===== src/rtl/core_seq_pkg.sv =====
// core_seq_pkg: shared state encoding and default phase numbering for the phase sequencer.
package core_seq_pkg;
  typedef enum logic [2:0] {
    IDLE   = 3'd0,
    RUN    = 3'd1,
    WAIT_I = 3'd2,
    WAIT_D = 3'd3,
    HALT   = 3'd4,
    ERR    = 3'd5
  } seq_state_e;
  localparam int PH_IFU = 0;
  localparam int PH_DEC = 1;
  localparam int PH_EXU = 2;
  localparam int PH_MAU = 3;
  localparam int PH_WBU = 4;
endpackage


===== src/rtl/core_phase_seq_if.sv =====
// core_phase_seq_if: control inputs and phase/status outputs between the core and its sequencer.
interface core_phase_seq_if #(
  parameter int CNT_W    = 4,
  parameter int RETIRE_W = 32
);
  logic                run_en;
  logic                itcm_hready;
  logic                dtcm_hready;
  logic                mem_req;
  logic                halt_req;
  logic [CNT_W-1:0]    cycle_cnt;
  logic                ifu_dec_stall;
  logic                retire_pulse;
  logic [RETIRE_W-1:0] retire_cnt;
  logic                bus_err;
  logic [CNT_W-1:0]    err_phase;
  logic [2:0]          seq_state;
  modport master (
    output run_en, itcm_hready, dtcm_hready, mem_req, halt_req,
    input  cycle_cnt, ifu_dec_stall, retire_pulse, retire_cnt, bus_err, err_phase, seq_state
  );
  modport slave (
    input  run_en, itcm_hready, dtcm_hready, mem_req, halt_req,
    output cycle_cnt, ifu_dec_stall, retire_pulse, retire_cnt, bus_err, err_phase, seq_state
  );
endinterface


===== src/rtl/seq_wait_timer.sv =====
// seq_wait_timer: saturating wait-cycle counter; expired flags the cycle whose count would reach TIMEOUT.
module seq_wait_timer #(
  parameter int TIMEOUT = 16
) (
  input  logic clk,
  input  logic rst,
  input  logic clr,
  input  logic en,
  output logic expired
);
  localparam int W = $clog2(TIMEOUT + 1);
  logic [W-1:0] cnt;
  assign expired = en && cnt >= W'(TIMEOUT - 1);
  always_ff @(posedge clk) begin
    if (rst || clr) cnt <= '0;
    else if (en && cnt != W'(TIMEOUT)) cnt <= cnt + 1'b1;
  end
endmodule


===== src/rtl/core_phase_seq.sv =====
// core_phase_seq: multicycle phase sequencer with bus wait states, timeout error, halt/drain and retire count.
module core_phase_seq
  import core_seq_pkg::*;
#(
  parameter int CNT_W       = 4,
  parameter int NUM_PHASES  = PH_WBU + 1,
  parameter int FETCH_PHASE = PH_IFU,
  parameter int MEM_PHASE   = PH_MAU,
  parameter int TIMEOUT     = 16,
  parameter int RETIRE_W    = 32
) (
  input logic hclk,
  input logic hrst,
  core_phase_seq_if.slave bus
);
  localparam logic [CNT_W-1:0] LAST = CNT_W'(NUM_PHASES - 1);
  localparam logic [CNT_W-1:0] FP   = CNT_W'(FETCH_PHASE);
  localparam logic [CNT_W-1:0] MP   = CNT_W'(MEM_PHASE);
  seq_state_e          state, state_n;
  logic [CNT_W-1:0]    cnt, cnt_n, cnt_inc, err_ph;
  logic [RETIRE_W-1:0] ret;
  logic                pulse, pulse_n, err;
  logic                last, waiting, rdy, stall_i, stall_d, adv, expired;
  assign last    = cnt == LAST;
  assign cnt_inc = last ? '0 : cnt + 1'b1;
  assign waiting = state == WAIT_I || state == WAIT_D;
  assign rdy     = state == WAIT_I ? bus.itcm_hready : bus.dtcm_hready;
  assign stall_i = state == RUN && cnt == FP && !bus.itcm_hready;
  assign stall_d = state == RUN && cnt == MP && bus.mem_req && !bus.dtcm_hready;
  // a phase advances either from an unblocked RUN cycle or from the ready that ends a wait
  assign adv     = (state == RUN && !stall_i && !stall_d) || (waiting && rdy);
  seq_wait_timer #(.TIMEOUT(TIMEOUT)) u_timer (
    .clk     (hclk),
    .rst     (hrst),
    .clr     (!waiting),
    .en      (waiting),
    .expired (expired)
  );
  always_comb begin
    cnt_n   = adv ? cnt_inc : cnt;
    pulse_n = adv && last;
    state_n = state;
    if (adv) state_n = !last ? RUN : bus.halt_req ? HALT : bus.run_en ? RUN : IDLE;
    else if (stall_i) state_n = WAIT_I;
    else if (stall_d) state_n = WAIT_D;
    else if (waiting && expired) state_n = ERR;
    else if (state == IDLE && bus.run_en) state_n = RUN;
  end
  always_ff @(posedge hclk) begin
    if (hrst) begin
      state  <= IDLE;
      cnt    <= '0;
      pulse  <= 1'b0;
      ret    <= '0;
      err    <= 1'b0;
      err_ph <= '0;
    end else begin
      state <= state_n;
      cnt   <= cnt_n;
      pulse <= pulse_n;
      ret   <= ret + RETIRE_W'(pulse_n);
      if (state_n == ERR && state != ERR) begin
        err    <= 1'b1;
        err_ph <= cnt;
      end
    end
  end
  assign bus.cycle_cnt     = cnt;
  assign bus.ifu_dec_stall = state != RUN;
  assign bus.retire_pulse  = pulse;
  assign bus.retire_cnt    = ret;
  assign bus.bus_err       = err;
  assign bus.err_phase     = err_ph;
  assign bus.seq_state     = state;
endmodule


===== src/flat_wrapper.sv =====
// flat-port wrapper written by rule: the top's interface ports become plain ports
module core_phase_seq_flat import core_seq_pkg::*;
#(
  parameter int CNT_W       = 4,
  parameter int NUM_PHASES  = PH_WBU + 1,
  parameter int FETCH_PHASE = PH_IFU,
  parameter int MEM_PHASE   = PH_MAU,
  parameter int TIMEOUT     = 16,
  parameter int RETIRE_W    = 32
)
  (hclk, hrst, bus_run_en, bus_itcm_hready, bus_dtcm_hready, bus_mem_req, bus_halt_req, bus_cycle_cnt, bus_ifu_dec_stall, bus_retire_pulse, bus_retire_cnt, bus_bus_err, bus_err_phase, bus_seq_state);
  core_phase_seq_if #(.CNT_W(CNT_W), .RETIRE_W(RETIRE_W)) bus_i ();
  input logic hclk;
  input logic hrst;
  input wire logic [$bits(bus_i.run_en)-1:0] bus_run_en;
  input wire logic [$bits(bus_i.itcm_hready)-1:0] bus_itcm_hready;
  input wire logic [$bits(bus_i.dtcm_hready)-1:0] bus_dtcm_hready;
  input wire logic [$bits(bus_i.mem_req)-1:0] bus_mem_req;
  input wire logic [$bits(bus_i.halt_req)-1:0] bus_halt_req;
  output wire logic [$bits(bus_i.cycle_cnt)-1:0] bus_cycle_cnt;
  output wire logic [$bits(bus_i.ifu_dec_stall)-1:0] bus_ifu_dec_stall;
  output wire logic [$bits(bus_i.retire_pulse)-1:0] bus_retire_pulse;
  output wire logic [$bits(bus_i.retire_cnt)-1:0] bus_retire_cnt;
  output wire logic [$bits(bus_i.bus_err)-1:0] bus_bus_err;
  output wire logic [$bits(bus_i.err_phase)-1:0] bus_err_phase;
  output wire logic [$bits(bus_i.seq_state)-1:0] bus_seq_state;
  assign bus_i.run_en = bus_run_en;
  assign bus_i.itcm_hready = bus_itcm_hready;
  assign bus_i.dtcm_hready = bus_dtcm_hready;
  assign bus_i.mem_req = bus_mem_req;
  assign bus_i.halt_req = bus_halt_req;
  assign bus_cycle_cnt = bus_i.cycle_cnt;
  assign bus_ifu_dec_stall = bus_i.ifu_dec_stall;
  assign bus_retire_pulse = bus_i.retire_pulse;
  assign bus_retire_cnt = bus_i.retire_cnt;
  assign bus_bus_err = bus_i.bus_err;
  assign bus_err_phase = bus_i.err_phase;
  assign bus_seq_state = bus_i.seq_state;
  core_phase_seq #(.CNT_W(CNT_W), .NUM_PHASES(NUM_PHASES), .FETCH_PHASE(FETCH_PHASE), .MEM_PHASE(MEM_PHASE), .TIMEOUT(TIMEOUT), .RETIRE_W(RETIRE_W)) u_core (.hclk(hclk), .hrst(hrst), .bus(bus_i));
endmodule

===== config.mk =====
export PLATFORM = sky130hd
export DESIGN_NAME = core_phase_seq_flat
export DESIGN_NICKNAME = d
export VERILOG_FILES = /design/src/rtl/core_seq_pkg.sv /design/src/rtl/core_phase_seq_if.sv /design/src/rtl/seq_wait_timer.sv /design/src/rtl/core_phase_seq.sv /design/src/flat_wrapper.sv
export SDC_FILE = /design/constraint.sdc
export NUM_CORES = 1
export LEC_CHECK = 0
export ABC_AREA = 1
export CAP_MARGIN = 10
export CELL_PAD_IN_SITES_DETAIL_PLACEMENT = 0
export CELL_PAD_IN_SITES_GLOBAL_PLACEMENT = 1
export CORE_UTILIZATION = 39
export DETAILED_ROUTE_END_ITERATION = 7
export PLACE_DENSITY = 0.85
export SLEW_MARGIN = 20
export SYNTH_ARGS = -nofsm -noshare
export SYNTH_HDL_FRONTEND = slang
export SYNTH_HIERARCHICAL = 1
export SYNTH_SLANG_ARGS = --single-unit
export TNS_END_PERCENT = 50

===== constraint.sdc =====
create_clock -name hclk -period 4.3 [get_ports hclk]
set_clock_uncertainty 0.2 [all_clocks]
set_input_delay 0.43 -clock hclk [delete_from_list [all_inputs] [get_ports hclk]]
set_output_delay 0.43 -clock hclk [all_outputs]
set_load 0.01 [all_outputs]

# After elaboration in Yosys (flattened, before gate mapping)

Cells that the tools add are included.

Output and inout port bits: 46
Logic and storage cells: 54
Register bits after elaboration: 50
Input bits: 7

Equal/unequal tests: 9
Order comparisons: 1
Add/subtract/negate cells: 3
Reductions and logical operators: 24
Muxes and demuxes: 10

Operators by type and width:

| operator              | number |
|---|---|
| $add A32 B1 Y32       | 1 |
| $mux W3               | 7 |
| $logic_and A1 B1 Y1   | 14 |
| $eq A3 B2 Y1 const B  | 2 |
| $add A5 B1 Y5 const B | 1 |
| $ge A5 B4 Y1 const B  | 1 |
| $logic_not A1 Y1      | 5 |
| $ne A5 B5 Y1 const B  | 1 |
| $add A4 B1 Y4 const B | 1 |
| $eq A4 B2 Y1 const B  | 1 |
| $eq A4 B3 Y1 const B  | 1 |
| $logic_not A4 Y1      | 1 |
| $mux W4               | 1 |
| $eq A3 B1 Y1 const B  | 1 |
| $eq A3 B3 Y1 const B  | 1 |
| $logic_not A3 Y1      | 1 |
| $logic_or A1 B1 Y1    | 3 |
| $ne A3 B1 Y1 const B  | 1 |
| $ne A3 B3 Y1 const B  | 1 |
| $mux W1               | 2 |

# Depth between registers and ports, before layout

Depth in word-level cells: 10
Gate-level depth with buffers: 18
Depth with buffers taken out: 18

# Modules after synthesis

The synthesis kept the hierarchy.

By module, submodules not included:

| module         | area each (sq um) | seq. area each (sq um) | instances | cells each |
|---|---|---|---|---|
| core_phase_seq | 2,437.3           | 900.9                  | 1         | 357 |
| seq_wait_timer | 320.3             | 100.1                  | 1         | 48 |

# Worst setup path after synthesis

No wires, ideal clock.

Kind: reg-to-reg
From: reg u_core.cnt[0], in the netlist u_core/bus.cycle_cnt[0]
To: reg u_core.ret[24], in the netlist u_core/bus.retire_cnt[24]
Data arrival time: 2.549 ns
Setup time: 0.117 ns
Data required time: 3.983 ns
Path buffers: 0
Path slack: 1.434 ns
Stages on the path, launching flop included: 18
Period minus slack after synthesis: 2.866 ns
Cell sequence: dfxtp_1 > inv_1 > ha_1 > nand3_1 > nand3_4 > nand2_4 > nand4_1 > inv_1 > ha_1 > ha_1 > nand2_1 > nor2_4 > nand2_1 > nor2_2 > and3_2 > nand3_2 > o21ai_0 > nor2_1

Longest elaborated chain between the ends: 9
Elaborated cells on any way between the ends: 15
Classes of those cells: add/sub: 1; eq/ne: 2; reduce/logical: 12

RTL lines:

| what                                                           | line                                       | source |
|---|---|---|
| start, declared                                                | core_phase_seq.sv:20                       | `logic [CNT_W-1:0] cnt, cnt_n, cnt_inc, err_ph;` |
| start signal, assigned                                         | core_phase_seq.sv:59                       | `cnt <= cnt_n;` |
| $eq A4 B2 Y1 / $logic_not A4 Y1 (equally long branches)        | core_phase_seq.sv:29, core_phase_seq.sv:28 |  |
| $logic_and A1 B1 Y1 (on tied branches) (2 in a row)            | core_phase_seq.sv:29, core_phase_seq.sv:28 |  |
| $logic_and A1 B1 Y1 / $logic_not A1 Y1 (equally long branches) | core_phase_seq.sv:29, core_phase_seq.sv:31 |  |
| $logic_not A1 Y1 / $logic_and A1 B1 Y1 (equally long branches) | core_phase_seq.sv:31                       | `assign adv = (state == RUN && !stall_i && !stall_d) \|\| (waiting && rdy);` |
| $logic_and A1 B1 Y1                                            | core_phase_seq.sv:31                       |  |
| $logic_or A1 B1 Y1                                             | core_phase_seq.sv:31                       |  |
| $logic_and A1 B1 Y1 (*)                                        | core_phase_seq.sv:41                       | `pulse_n = adv && last;` |
| net u_core.pulse_n                                             | core_phase_seq.sv:22                       | `logic pulse, pulse_n, err;` |
| $add A32 B1 Y32 (*)                                            | core_phase_seq.sv:61                       | `ret <= ret + RETIRE_W'(pulse_n);` |
| end signal, assigned                                           | core_phase_seq.sv:61                       |  |
| end, declared                                                  | core_phase_seq.sv:21                       | `logic [RETIRE_W-1:0] ret;` |

Mark *: on every way through the listed nets, which the timed path passes. The rest lies on a longest branch.
A chain may end at the register's enable or synchronous reset.

# Worst setup path after layout

Ends and elaborated chain as after synthesis.

==> Implementation_results.wiki <==
{| class="wikitable"
! Metric !! Value
|-
| Area growth from synthesis to final layout || 26.5%
|-
| CP peak stage delay || 0.38 ns
|-
| Cell depth of the worst flop-to-flop path || 17
|-
| Share of total power in sequential cells || 49.3%
|-
| TritonCTS clock tree || built
|-
| Leakage power figure || roughly 1.3 nW
|-
| Slowest-stage cell, CP || sky130_fd_sc_hd__dfxtp_1
|-
| Floorplan core area || around 0.0068 mm2
|-
| Sum of routed wire length over all layers || about 6.8 mm
|-
| Slew headroom || between 70% and 80%
|-
| Startpoint type of the worst setup path || register
|-
| Deepest level of the CTS H-tree || 2
|-
| Class of the most critical hold timing path || reg -> reg
|-
| Actual slew at the worst max-slew pin || 0.430 ns
|-
| Achievable frequency || 0.320 GHz
|-
| Required time at the endpoint of the critical path || 4.31 ns
|-
| HPWL after detailed placement || 5.23 mm
|-
| Master cell of the clock root buffer || sky130_fd_sc_hd__clkbuf_8
|-
| Die X || ~86 um
|-
| Minimum period implied by the final worst setup slack || 3.12 ns
|-
| Number of nets still failing antenna checks after routing || 0
|-
| Data arrival time at the worst-slack endpoint || about 3.1 ns
|-
| Cell variety after synth || 34
|-
| GRT Resource Usage Total || 19.1%
|-
| Maximum number of buffers from clock root to sink || 2
|-
| FP Rows || 30
|-
| Sequential-to-total area share from yosys stat || 36.3%
|-
| Worst reg2reg setup slack || between 1 and 1.5 ns
|-
| Setup repair after global routing missed its margin || no
|-
| Final sum of negative setup slack || 0 ns
|-
| Final design area excluding fillers || about 0.0035 mm2
|-
| Area of the mapped netlist || roughly 0.0028 mm2
|-
| Iteration-0 DRC count of the detailed router || 179
|-
| Total Nets Final || 475
|-
| Wire length of the first global-routing pass || 11.2 mm
|-
| Vias per Instance || 4.79
|-
| Maximum vdd ir drop || 0.000158 V
|-
| Full die area || 0.00741 mm2
|-
| Starting density of the core || 40.6%
|-
| Critical register-to-register path startpoint || u_core/bus.cycle_cnt[0]
|-
| Mean instance size in the synthesized netlist || about 7 um2
|-
| Number of antenna violations at the first check in global routing || 0
|-
| Mapped Nets || 420
|-
| Vias in the first global route || roughly 2400
|-
| Synthesized flop and latch total || 50
|-
| Largest driver fanout on the critical path || 9
|-
| Count of antenna diodes in the layout || 0
|-
| Post_cts resized || 0
|-
| Overflow left after global routing || 0
|-
| Placed instance area || 0.00338 mm2
|-
| Maximum number of pins on one net before global-route repair || 33
|-
| Count of warnings emitted by yosys || 6
|-
| Library cell with the largest summed area after synthesis || sky130_fd_sc_hd__dfxtp_1
|-
| Portion of synthesized cell area occupied by the leading cell type || around 36%
|-
| List of cells traversed by the critical path || inv_1, ha_1, nand3_1, nand3_4, nand2_4, nand4_1, inv_1, ha_1, ha_1, nand2_1, nor2_4, nand2_1, nor2_2, and3_2, nand3_2, o21ai_0, nor2_1
|-
| Total power per unit cell area || 281 mW/mm2
|-
| Endpoint, Worst Hold || u_core/bus.err_phase[0]
|-
| Clock transition at the registers of the reported paths || 0.09 ns
|-
| Number of top-level design ports || 53
|-
| Internal power contribution || 0.711 mW
|-
| Number of setup buffers added after CTS || 0
|-
| Hold path cells || 2
|-
| # clock sinks || 50
|-
| Count of hold-fix buffers inserted at cts || 0
|-
| Post-Place Setup Slack || ~1 ns
|-
| Detailed-router iteration count before antenna repair || 4
|-
| Status || finished, final reports clean
|-
| Final clock period utilization by the worst path || about 73%
|-
| Clk pwr share || approximately a third
|-
| Start-to-end type of the worst setup path || reg -> reg
|-
| Wire length per cell || ~12 um
|-
| Number of clock buffers inserted by TritonCTS || 5
|-
| Switching power || roughly 0.27 mW
|-
| Cell mode on critical path || sky130_fd_sc_hd__ha_1
|-
| Cells after synthesis || 405
|-
| Placer's final routability congestion estimate || 0.828
|-
| Max Transition Viols Final || 0
|-
| Sw frac || 27.5%
|-
| Number of port buffers || 52
|-
| Share of final-layout standard cells stronger than drive strength 1 || 9.33%
|-
| Drc violations || 0
|-
| Critical path capture point type || register
|-
| Combinational share of power || between 15 and 20%
|-
| Reported max-cap violation count || 0
|-
| Clock latency reported for the late side of the worst-skew pair || ~0.30 ns
|-
| Worst R2R End || u_core/bus.retire_cnt[24]
|-
| Worst setup slack after layout || 1.18 ns
|-
| Chip Height || between 80 and 90 um
|-
| Final Hold Fails || 0
|-
| Source of the worst hold timing path || u_core/bus.err_phase[0]
|-
| Worst-case hold slack || 0.288 ns
|-
| Total via count in the routed design || between 2000 and 3000
|-
| Number of endpoints failing setup at the final stage || 0
|-
| Leading post-synthesis cells by cell area || sky130_fd_sc_hd__dfxtp_1, sky130_fd_sc_hd__nand2_1, sky130_fd_sc_hd__nor2_1
|}
==> worst max-delay path, delay by kind of cell, from the launching register on <==
family	cells	cell delay, ns
buffers and inverters	2	0.21
DFF	1	0.38
and+or+nand+nor	11	1.51
AOI/OAI and AO/OA	1	0.15
adders and majority gates	3	0.57
==> kinds of logic (layout without fill, tap and decap cells) <==
logic type,after synthesis,count (layout),share of synthesized area (%)
AOI/OAI and AO/OA,42,42,7.85
xor gates and xnor gates,4,4,1.27
adders and majority gates,8,8,3.63
buffers and inverters,65,121,9.07
DFF,50,50,36.3
and+or+nand+nor,236,236,41.9
==> layout by cell type (no fill, tap or decap) <==
cell,netlist,final
sky130_fd_sc_hd__clkbuf_1,3,2
sky130_fd_sc_hd__buf_4,1,1
sky130_fd_sc_hd__nor4_2,1,1
sky130_fd_sc_hd__nand2_2,7,7
sky130_fd_sc_hd__ha_1,8,8
sky130_fd_sc_hd__nand3_1,32,32
sky130_fd_sc_hd__nor4_1,1,1
sky130_fd_sc_hd__clkbuf_8,0,5
sky130_fd_sc_hd__nand3_2,2,2
sky130_fd_sc_hd__nand2_1,81,81
sky130_fd_sc_hd__nand3_4,2,2
sky130_fd_sc_hd__and3_2,2,2
sky130_fd_sc_hd__xnor2_1,1,1
sky130_fd_sc_hd__a31oi_1,1,1
sky130_fd_sc_hd__nor2_1,57,57
sky130_fd_sc_hd__nor3_1,20,20
sky130_fd_sc_hd__inv_1,55,55
sky130_fd_sc_hd__a211oi_1,1,1
sky130_fd_sc_hd__nor2_4,3,3
sky130_fd_sc_hd__a21oi_1,30,30
sky130_fd_sc_hd__nor2_2,3,3
sky130_fd_sc_hd__nor3_2,1,1
sky130_fd_sc_hd__nand2_4,3,3
sky130_fd_sc_hd__o21ai_0,9,9
sky130_fd_sc_hd__nor3_4,1,1
sky130_fd_sc_hd__nand4_1,9,9
sky130_fd_sc_hd__inv_2,4,4
sky130_fd_sc_hd__o21a_1,1,1
sky130_fd_sc_hd__inv_4,1,1
sky130_fd_sc_hd__or2_0,5,5
sky130_fd_sc_hd__xor2_1,3,3
sky130_fd_sc_hd__bufinv_16,0,1
sky130_fd_sc_hd__dfxtp_1,50,50
sky130_fd_sc_hd__nor3b_2,1,1
sky130_fd_sc_hd__clkdlybuf4s50_1,0,52
sky130_fd_sc_hd__or2_2,5,5
==> metrics by stage <==
step | utilization [%] | instances | power (mW)
3_5_place_dp | 49.8 | 549 | 0.664
4_1_cts | 51.4 | 557 | 0.995
5_1_grt | 51.4 | 557 | 1.03
3_3_place_gp | 49.8 | 549 | 0.662
6_report | 51.4 | 557 | 0.980
2_1_floorplan | - | 405 | 0.613
==> power groups by stage <==
stage          logic [mW]  registers [mW]  clock network [mW]
3_5_place_dp        0.168           0.495                   0
3_3_place_gp        0.167           0.494                   0
5_1_grt             0.185           0.486               0.359
2_1_floorplan       0.116           0.497                   0
4_1_cts             0.170           0.484               0.342
6_report            0.168           0.484               0.329
==> flip-flops by register name, summed over array words and instances, names as in the netlist <==
signal	flops
u_core/bus.bus_err	1
u_core/bus.cycle_cnt	4
u_core/bus.err_phase	4
u_core/bus.retire_cnt	32
u_core/bus.retire_pulse	1
u_core/bus.seq_state	3
u_core/u_timer/cnt	5
==> layout make-up <==
type                            count  area [um2]
Clock inverter                      1        30.0
Clock buffer                        7        76.3
Sequential cell                    50        1000
Tap cell                           96         120
Multi-Input combinational cell    290        1510
Fill cell                         709        3300
Inverter                           60         228
Timing Repair Buffer               53         528
==> cell usage after synthesis (all sizes together) <==
master  instances
a211oi          1
a21oi          30
a31oi           1
and3            2
buf             2
clkbuf          3
dfxtp          50
ha              8
inv            60
nand2          91
nand3          36
nand4           9
nor2           63
nor3           22
nor3b           1
nor4            2
o21a            1
o21ai           9
or2            10
xnor2           1
xor2            3
==> metal layers <==
layer,track usage (%),vias up,share of wire (%)
li1,-,1406,-
met1,27.7,1203,52
met2,28.8,53,43
met3,3.75,4,4.0
met4,5.00,0,0.78
met5,0,-,0
==> worst max path at each step <==
stage	start	to	slack [ns]	cells after the start
finish	u_core/bus.cycle_cnt[0]	u_core/bus.retire_cnt[24]	1.18	17
global route	u_core/bus.cycle_cnt[0]	u_core/bus.retire_cnt[24]	0.84	17
CTS	u_core/bus.cycle_cnt[0]	u_core/bus.retire_cnt[24]	1.18	17
detailed placement	bus_itcm_hready	u_core/bus.retire_cnt[24]	0.98	17
global placement	bus_itcm_hready	u_core/bus.retire_cnt[24]	1.03	17
floorplan	u_core/bus.cycle_cnt[0]	u_core/bus.retire_cnt[24]	1.43	17
Power figures use the tool's default switching activity.
